$ cat src/rtl/wb_port_arbiter_if.sv
// Writeback-port handshake bundle: per-source request/destination in, grant and register-file controls out.
// Latency: none. This is wires only.
// Backpressure: stall travels alongside req and blocks every grant while it is high.
//
// Signals:
//   req     per-source write request (bit i = source i)
//   rd_in   packed destination registers, bits [5i+4:5i] = source i
//   stall   pipeline stall, no grant while high
//   ack     one-hot grant, combinational
//   mux_sel writeback data mux select
//   wb_en   registered register-file write enable
//   wb_rd   registered register-file destination
//   urgent  per-source aging-saturated flag, for visibility
interface wb_port_arbiter_if #(
    parameter int NUM_SRC = 7,
    parameter int RD_W    = 5,
    parameter int SEL_W   = 3
);
    logic [NUM_SRC-1:0]      req;
    logic [NUM_SRC*RD_W-1:0] rd_in;
    logic                    stall;
    logic [NUM_SRC-1:0]      ack;
    logic [SEL_W-1:0]        mux_sel;
    logic                    wb_en;
    logic [RD_W-1:0]         wb_rd;
    logic [NUM_SRC-1:0]      urgent;

    // Result sources and pipeline control drive the requests.
    modport master (
        output req, rd_in, stall,
        input  ack, mux_sel, wb_en, wb_rd, urgent
    );

    // The arbiter consumes the requests and drives the grants.
    modport slave (
        input  req, rd_in, stall,
        output ack, mux_sel, wb_en, wb_rd, urgent
    );
endinterface

$ cat src/rtl/wb_port_arbiter.sv
// Arbitrates the single register-file write port among 7 result sources, using fixed priority plus aging.
// Latency: ack/mux_sel are combinational in cycle N; wb_en/wb_rd are registered and appear in cycle N+1.
// Backpressure: stall or RESET suppresses all grants; waiting sources keep aging and saturate at MAX_WAIT.
//
// Ports:
//   CLK    clock, rising edge
//   RESET  synchronous active-high reset
//   bus    wb_port_arbiter_if slave: req/rd_in/stall in; ack/mux_sel/wb_en/wb_rd/urgent out
module wb_port_arbiter #(
    parameter int NUM_SRC  = 7,
    parameter int MAX_WAIT = 8,
    parameter int CNT_W    = 4
) (
    input  logic             CLK,
    input  logic             RESET,
    wb_port_arbiter_if.slave bus
);
    localparam int SEL_W = 3;
    localparam int RD_W  = 5;
    localparam logic [CNT_W-1:0] CNT_MAX = CNT_W'(MAX_WAIT);

    logic [CNT_W-1:0]   cnt [NUM_SRC];
    logic [NUM_SRC-1:0] urgent_vec;
    logic [NUM_SRC-1:0] urgent_req;
    logic [NUM_SRC-1:0] pick;
    logic [NUM_SRC-1:0] ack_vec;
    logic               grant_vld;
    logic [SEL_W-1:0]   win_idx;
    logic [RD_W-1:0]    win_rd;
    logic [SEL_W-1:0]   sel_q;
    logic               wb_en_q;
    logic [RD_W-1:0]    wb_rd_q;

    always_comb begin
        urgent_vec = '0;
        for (int i = 0; i < NUM_SRC; i++) begin
            urgent_vec[i] = (cnt[i] == CNT_MAX);
        end
    end

    // Urgent requesters form a higher priority tier. Within a tier the lowest index wins.
    assign urgent_req = bus.req & urgent_vec;
    assign pick       = (|urgent_req) ? urgent_req : bus.req;
    assign grant_vld  = !RESET && !bus.stall && (|bus.req);

    // Scan from the top down so that the last hit is the lowest set index.
    always_comb begin
        win_idx = '0;
        win_rd  = '0;
        for (int i = NUM_SRC - 1; i >= 0; i--) begin
            if (pick[i]) begin
                win_idx = SEL_W'(i);
                win_rd  = bus.rd_in[i*RD_W +: RD_W];
            end
        end
    end

    always_comb begin
        ack_vec = '0;
        if (grant_vld) begin
            ack_vec[win_idx] = 1'b1;
        end
    end

    assign bus.ack     = ack_vec;
    // With no grant the select holds its last winner, so the data mux output stays stable.
    assign bus.mux_sel = grant_vld ? win_idx : sel_q;
    assign bus.urgent  = urgent_vec;
    assign bus.wb_en   = wb_en_q;
    assign bus.wb_rd   = wb_rd_q;

    always_ff @(posedge CLK) begin
        if (RESET) begin
            wb_en_q <= 1'b0;
            wb_rd_q <= '0;
            sel_q   <= '0;
            for (int i = 0; i < NUM_SRC; i++) begin
                cnt[i] <= '0;
            end
        end else begin
            // A write to x0 is still acked, but it never reaches the register file.
            wb_en_q <= grant_vld && (win_rd != '0);
            if (grant_vld) begin
                wb_rd_q <= win_rd;
                sel_q   <= win_idx;
            end
            // Age counts consecutive lost cycles. A served or withdrawn request starts over.
            for (int i = 0; i < NUM_SRC; i++) begin
                if (ack_vec[i] || !bus.req[i]) begin
                    cnt[i] <= '0;
                end else if (cnt[i] != CNT_MAX) begin
                    cnt[i] <= cnt[i] + 1'b1;
                end
            end
        end
    end
endmodule

$ cat src/flat_wrapper.sv
// flat-port wrapper written by rule: the top's interface ports become plain ports
module wb_port_arbiter_flat 
#(
    parameter int NUM_SRC  = 7,
    parameter int MAX_WAIT = 8,
    parameter int CNT_W    = 4
)
  (CLK, RESET, bus_req, bus_rd_in, bus_stall, bus_ack, bus_mux_sel, bus_wb_en, bus_wb_rd, bus_urgent);
  wb_port_arbiter_if #(.NUM_SRC(NUM_SRC)) bus_i ();
  input  logic CLK;
  input  logic RESET;
  input wire logic [$bits(bus_i.req)-1:0] bus_req;
  input wire logic [$bits(bus_i.rd_in)-1:0] bus_rd_in;
  input wire logic [$bits(bus_i.stall)-1:0] bus_stall;
  output wire logic [$bits(bus_i.ack)-1:0] bus_ack;
  output wire logic [$bits(bus_i.mux_sel)-1:0] bus_mux_sel;
  output wire logic [$bits(bus_i.wb_en)-1:0] bus_wb_en;
  output wire logic [$bits(bus_i.wb_rd)-1:0] bus_wb_rd;
  output wire logic [$bits(bus_i.urgent)-1:0] bus_urgent;
  assign bus_i.req = bus_req;
  assign bus_i.rd_in = bus_rd_in;
  assign bus_i.stall = bus_stall;
  assign bus_ack = bus_i.ack;
  assign bus_mux_sel = bus_i.mux_sel;
  assign bus_wb_en = bus_i.wb_en;
  assign bus_wb_rd = bus_i.wb_rd;
  assign bus_urgent = bus_i.urgent;
  wb_port_arbiter #(.NUM_SRC(NUM_SRC), .MAX_WAIT(MAX_WAIT), .CNT_W(CNT_W)) u_core (.CLK(CLK), .RESET(RESET), .bus(bus_i));
endmodule
$ cat config.mk
export PLATFORM = sky130hd
export DESIGN_NAME = wb_port_arbiter_flat
export DESIGN_NICKNAME = d
export VERILOG_FILES = /design/src/rtl/wb_port_arbiter_if.sv /design/src/rtl/wb_port_arbiter.sv /design/src/flat_wrapper.sv
export SDC_FILE = /design/constraint.sdc
export NUM_CORES = 1
export LEC_CHECK = 0
export BUFFER_PORTS_ARGS = -buffer_cell sky130_fd_sc_hd__buf_2
export CAP_MARGIN = 40
export CORE_ASPECT_RATIO = 1.25
export CORE_MARGIN = 8
export CORE_UTILIZATION = 54
export DETAILED_ROUTE_END_ITERATION = 6
export PLACE_DENSITY = 0.87
export SYNTH_ARGS = -nofsm -noshare
export SYNTH_HDL_FRONTEND = slang
export SYNTH_SLANG_ARGS = --single-unit
$ cat constraint.sdc
create_clock -name CLK -period 3.6 [get_ports CLK]
set_input_delay 0 -clock CLK [delete_from_list [all_inputs] [get_ports CLK]]
set_output_delay 0 -clock CLK [all_outputs]
set_load 0.02 [all_outputs]
Word-level counts from Yosys, hierarchy flattened

Memory sizes are Yosys's and may differ from the RTL's.
Cells that the tools add are included.

Flip-flop bits (word level): 9
Bits in writable memories: 28
Input port bits: 45
Output and inout bits: 23
Logic and storage cells: 149
Memories kept: 1

Memories:

| name       | words | bits a word | rd ports | clocked after Yosys merged registers in | wr ports | RTL line              | text |
|---|---|---|---|---|---|---|---|
| u_core.cnt | 7     | 4           | 7        | 0                                       | 7        | wb_port_arbiter.sv:22 | `logic [CNT_W-1:0] cnt [NUM_SRC];` |

Add/sub/neg operators: 7
Order comparisons: 2
Equal/unequal tests: 14
Mux-type cells: 84
Bitwise logic cells: 15
Reductions and logical operators: 23

Operators by type and width:

| cell                                                                  | number |
|---|---|
| 4-bit 2-to-1 mux                                                      | 14 |
| 1-bit 2-to-1 mux                                                      | 52 |
| 5-bit 2-to-1 mux                                                      | 7 |
| 4-bit by 1-bit adder with 4-bit output, second input constant         | 7 |
| 4-bit == test, second input constant                                  | 7 |
| 4-bit inequality test, second input constant                          | 7 |
| 3-bit 2-to-1 mux                                                      | 8 |
| 7-bit 2-to-1 mux                                                      | 2 |
| 1-bit OR                                                              | 14 |
| 7-bit OR reduction                                                    | 2 |
| 1-bit zero test                                                       | 9 |
| 7-bit bitwise AND                                                     | 1 |
| 1-bit logical OR                                                      | 7 |
| 5-bit nonzero test                                                    | 1 |
| 1-bit logical AND                                                     | 4 |
| 3-bit by 4-bit < comparator with 1-bit output, second input constant  | 1 |
| 1-bit demux with 3-bit select                                         | 1 |
| 3-bit by 1-bit >= comparator with 1-bit output, second input constant | 1 |

Longest topological paths before layout

Depth after elaboration: 22
Mapped depth: 11
Gate-level depth less buffers: 9

Worst setup path after synthesis

No wires, ideal clock.

Path kind: register to register
From: memory u_core.cnt[6][0], in the netlist u_core.cnt[0][24]
To: memory u_core.cnt[3][0], in the netlist u_core.cnt[0][12], enable pin
Library setup time: 0.313 ns
Arrival: 2.843 ns
Data required time: 3.287 ns
Path slack: 0.444 ns
Cell stages (with the launch flop): 12
Path buffers: 2
Period minus slack after synthesis: 3.156 ns
Path through: edfxtp_1 > inv_1 > ha_1 > and3b_1 > buf_6 > a2111oi_4 > buf_6 > a31o_2 > nor2_1 > or2_4 > nor3_2 > nand3b_1

RTL lines:

| what               | RTL line |
|---|---|
| start: declaration | wb_port_arbiter.sv:22 |

==> impl.org <==
** Min path
- The worst hold path was traced through 4 stages.
- The worst hold path begins at bus_stall.
- In this run the worst hold path is classified as in -> reg.
- The path with the worst hold slack has its endpoint at u_core.bus.wb_rd[2].

** Critical path
- Reg2Reg Launch Point :: u_core.cnt[0][24]
- STA classifies the critical path startpoint as a register.
- Data arrives at the worst endpoint at between 3 and 4 ns.
- The worst setup path is of the reg -> reg kind.
- Along the worst path, the maximum fanout reaches 6.
- The endpoint identified for the worst register-to-register timing path is u_core.cnt[0][17].
- Setup slack on the worst reg-to-reg path comes out at 0.17 ns.
- Data required time of the worst path :: around 3.6 ns
- For the worst flop-to-flop path, the logic depth is 11.
- The worst setup path is captured at a register.

** Route
- Routed length per placed instance :: 18.6 um
- Routed Antenna Nets :: 0
- Starting DRT DRC Count :: 238
- Post-route DRC violation count :: 0
- Overall via count from detail_route :: around 2600
- Aggregate routed wire length :: 7650 um
- The first detailed-routing pass ran for 5 iterations.
- Dividing the detail-routed via count by the number of cells gives 6.37.

** Clocking
- Clock root buffer :: clkbuf_8
- CTS sink cnt :: 37
- The H-tree generated during clock tree synthesis spans 2 levels.
- After clock tree synthesis, the clock-pin slew on the worst setup and hold paths is 0.07 ns.
- The clock passes through at most 2 buffers.
- In this run, post-CTS hold repair placed 0 buffers.
- For the worst-skew pair, the clock arrives at the later sink with an insertion delay of 0.29 ns.
- Clock tree from TritonCTS :: yes
- Clock tree synthesis inserted a total of 5 buffers.

** Final layout
- Net count reported at finish :: 407
- Area of all placed cells without fillers :: 0.00336 sq mm
- Area used by multi-input combinational logic :: 0.00168 sq mm
- Compared with the post-synthesis result, the final layout area differs by 19.6%.
- The repair_antennas step left the layout with diodes totalling 0.
- The filler cells instantiated in the layout total 405.
- Registers take 0.00102 sq mm.
- Final standard cell utilization of the core :: 0.665
- Leading cell type in the layout, fill and taps excluded :: buf_2
- Fraction of final layout cells sized beyond drive strength 1 :: 0.298
- The top cell types in the final layout, fill and taps aside, are 67 x buf_2, 28 x edfxtp_1, 25 x nand2_1.

** Logic synthesis
- After synthesis the netlist holds a flip-flop and latch count of 37.
- Synthesized instance count :: 278
- The average instance in the mapped netlist occupies 10.1 sq um.
- Synthesized cell area :: approximately 0.0028 sq mm
- After synthesis, the share of flip-flops with an asynchronous set or reset is 0.
- Post-synth EDFFs :: 28
- Main flop type after synthesis :: edfxtp_1
- Of the synthesized area, sequential elements account for 0.364.
- Counting every net in the synthesized netlist gives approximately 340.
- Yosys warnings :: 0
- Yosys mapped the design onto 57 distinct sky130hd cell types.

** Pwr
- In this run the static leakage power is 1.43 nW.
- For this design the ratio of total power to cell area is 304 mW/mm^2.
- The worst-case IR drop observed on VDD is 228 uV.
- After layout, the design draws a total of 1.02 mW.

** Floorplanning
- The region available for standard cell placement spans 0.00504 sq mm.
- Horizontal extent of the die :: 80.5 um
- The die covers 0.00777 sq mm.
- For this configuration, the core starts out at a cell density of 0.556.
- From bottom edge to top edge, the die measures 96.6 um.
- For this design the top-level I/O count stands at 68.
- Num rows :: 29

** GRT
- Across every metal layer, demand over resource in global routing totals 0.185.
- Global routing finished with a remaining overflow of 0.
- The number of antenna violations at the first check in global routing is 0.
- The number of global-route vias before repair was 2446.
- Global-route wire length before repair :: 11400 um
- Largest net degree at the start of global routing :: 19

** STA
- The smallest clock period supported by the final layout is computed as 3.43 ns.
- Final worst clock skew :: 0.00129 ns
- Setup_tns :: 0 ns
- Final Setup Violations :: 0
- Of the available clock period, the critical path in the final layout requires 0.952.
- For this run, the top clock speed supported by timing is 0.292 GHz.
- Max-slew headroom :: 0.561
- Least setup slack across all paths after layout :: 0.174 ns
- The total count of hold-check failures in the final report was 0.
- The number of pins with negative max-slew slack in the final report is 0.
- At the pin with the least slew margin, the transition time is 0.658 ns.

** Placed design
- Half-perimeter wire length after detailed placement :: 5890 um
- Prior to clock tree synthesis, the placed netlist has a worst setup slack of 0.101 ns.
- During placement, the flow inserted port buffers numbering 67.
- Final weighted congestion in routability-driven placement :: 0.869
- Area of placed instances :: between 0.003 and 0.004 sq mm

** Outcome
- The flow ran to the end, and the final reports show no timing, DRC or antenna violations.

** Flow run
- Count of max-cap constraint violations :: 0
## metal layers
metal	share of wire	up-vias	track usage
met3	0.054	24	0.0315
met4	0.029	0	0.0775
li1	-	1217	-
met5	0	-	0
met2	0.52	114	0.319
met1	0.40	1264	0.220
## registers in the layout, summed over array words and instances (netlist names)
name / count
u_core.sel_q: 3
u_core.bus.wb_rd: 5
u_core.cnt: 28
u_core.bus.wb_en: 1
## report_power, final
part / switching (mW) / total, mW / leakage, nW / internal [mW]
Sequential: 0.0103 / 0.479 / 0.414 / 0.469
Combinational: 0.102 / 0.171 / 0.954 / 0.0690
Clock: 0.153 / 0.372 / 0.0645 / 0.219
Total: 0.264 / 1.02 / 1.43 / 0.757
## Yosys cell counts (3+ instances only)
library cell | count | area, sq um
or3_1 | 3 | 18.8
o221ai_1 | 3 | 26.3
nor4bb_1 | 3 | 30.0
a21oi_1 | 7 | 35.0
nand2_1 | 26 | 97.6
inv_1 | 18 | 67.6
a211o_1 | 3 | 26.3
a22oi_1 | 3 | 22.5
nor3_1 | 8 | 40.0
nor2_1 | 20 | 75.1
a2111o_1 | 3 | 33.8
ha_1 | 14 | 175
and4b_1 | 5 | 50.1
a41o_1 | 4 | 40.0
and3b_1 | 3 | 26.3
nand3b_1 | 3 | 22.5
nand4_1 | 3 | 18.8
nor3_2 | 3 | 30.0
nor4_1 | 10 | 62.6
edfxtp_1 | 28 | 841
o2111a_1 | 3 | 33.8
nor2b_1 | 5 | 31.3
nand3_1 | 17 | 85.1
xor2_1 | 10 | 87.6
nand2b_1 | 4 | 25.0
nor4b_1 | 9 | 78.8
a41oi_1 | 3 | 26.3
clkbuf_1 | 5 | 18.8
a211oi_4 | 3 | 60.1
dfxtp_1 | 9 | 180
xnor2_1 | 4 | 35.0
buf_2 | 4 | 20.0
## cell type report
cell class,instances,area share
multi-input combinational,212,0.500
clock inverter,1,0.00149
tap,62,0.0231
sequential,37,0.304
timing repair buffer,74,0.116
clock buffer,7,0.0354
inverter,18,0.0201
## worst max-delay path by stage
stage                            from                end  slack (ns)
floorplan           u_core.cnt[0][24]  u_core.cnt[0][12]        0.44
global placement    u_core.cnt[0][24]  u_core.cnt[0][16]        0.30
detailed placement   u_core.cnt[0][8]  u_core.cnt[0][18]        0.10
CTS                  u_core.cnt[0][8]  u_core.cnt[0][18]        0.09
global route         u_core.cnt[0][4]  u_core.cnt[0][23]       -0.01
finish              u_core.cnt[0][24]  u_core.cnt[0][17]        0.17
## per-stage QoR
step,std cells,hold WS [ns]
detailed placement,400,0.356
global placement,400,0.349
finish,411,0.0492
global route,411,0.0807
CTS,408,0.0449
floorplan,278,0.198
## critical path, stage by stage, from the launching register on
cell and delay (ns):
edfxtp_1 0.45, inv_1 0.09, ha_1 0.13, and3b_1 0.34
a2111oi_4 0.13, buf_4 0.18, buf_4 0.16, a41o_1 0.34
nor4_4 0.43, nand2_1 0.22, a211oi_4 0.38, or4_1 0.27
## logic make-up after synthesis
logic type | Yosys count | synth area share
DFF | 37 | 0.364
and+or+nand+nor | 133 | 0.289
buffers and inverters | 29 | 0.0459
xor gates and xnor gates | 14 | 0.0437
AOI/OAI and AO/OA | 51 | 0.195
adders and majority gates | 14 | 0.0624
## what timing repair did
item | 4_1_cts | 5_1_grt
setup endpoints to repair | 0 | 19
setup buffers | 0 | 3
hold endpoints to repair | 0 | 0
gates resized for setup | 0 | 3
No activity file was read; power rests on OpenSTA's default activity.
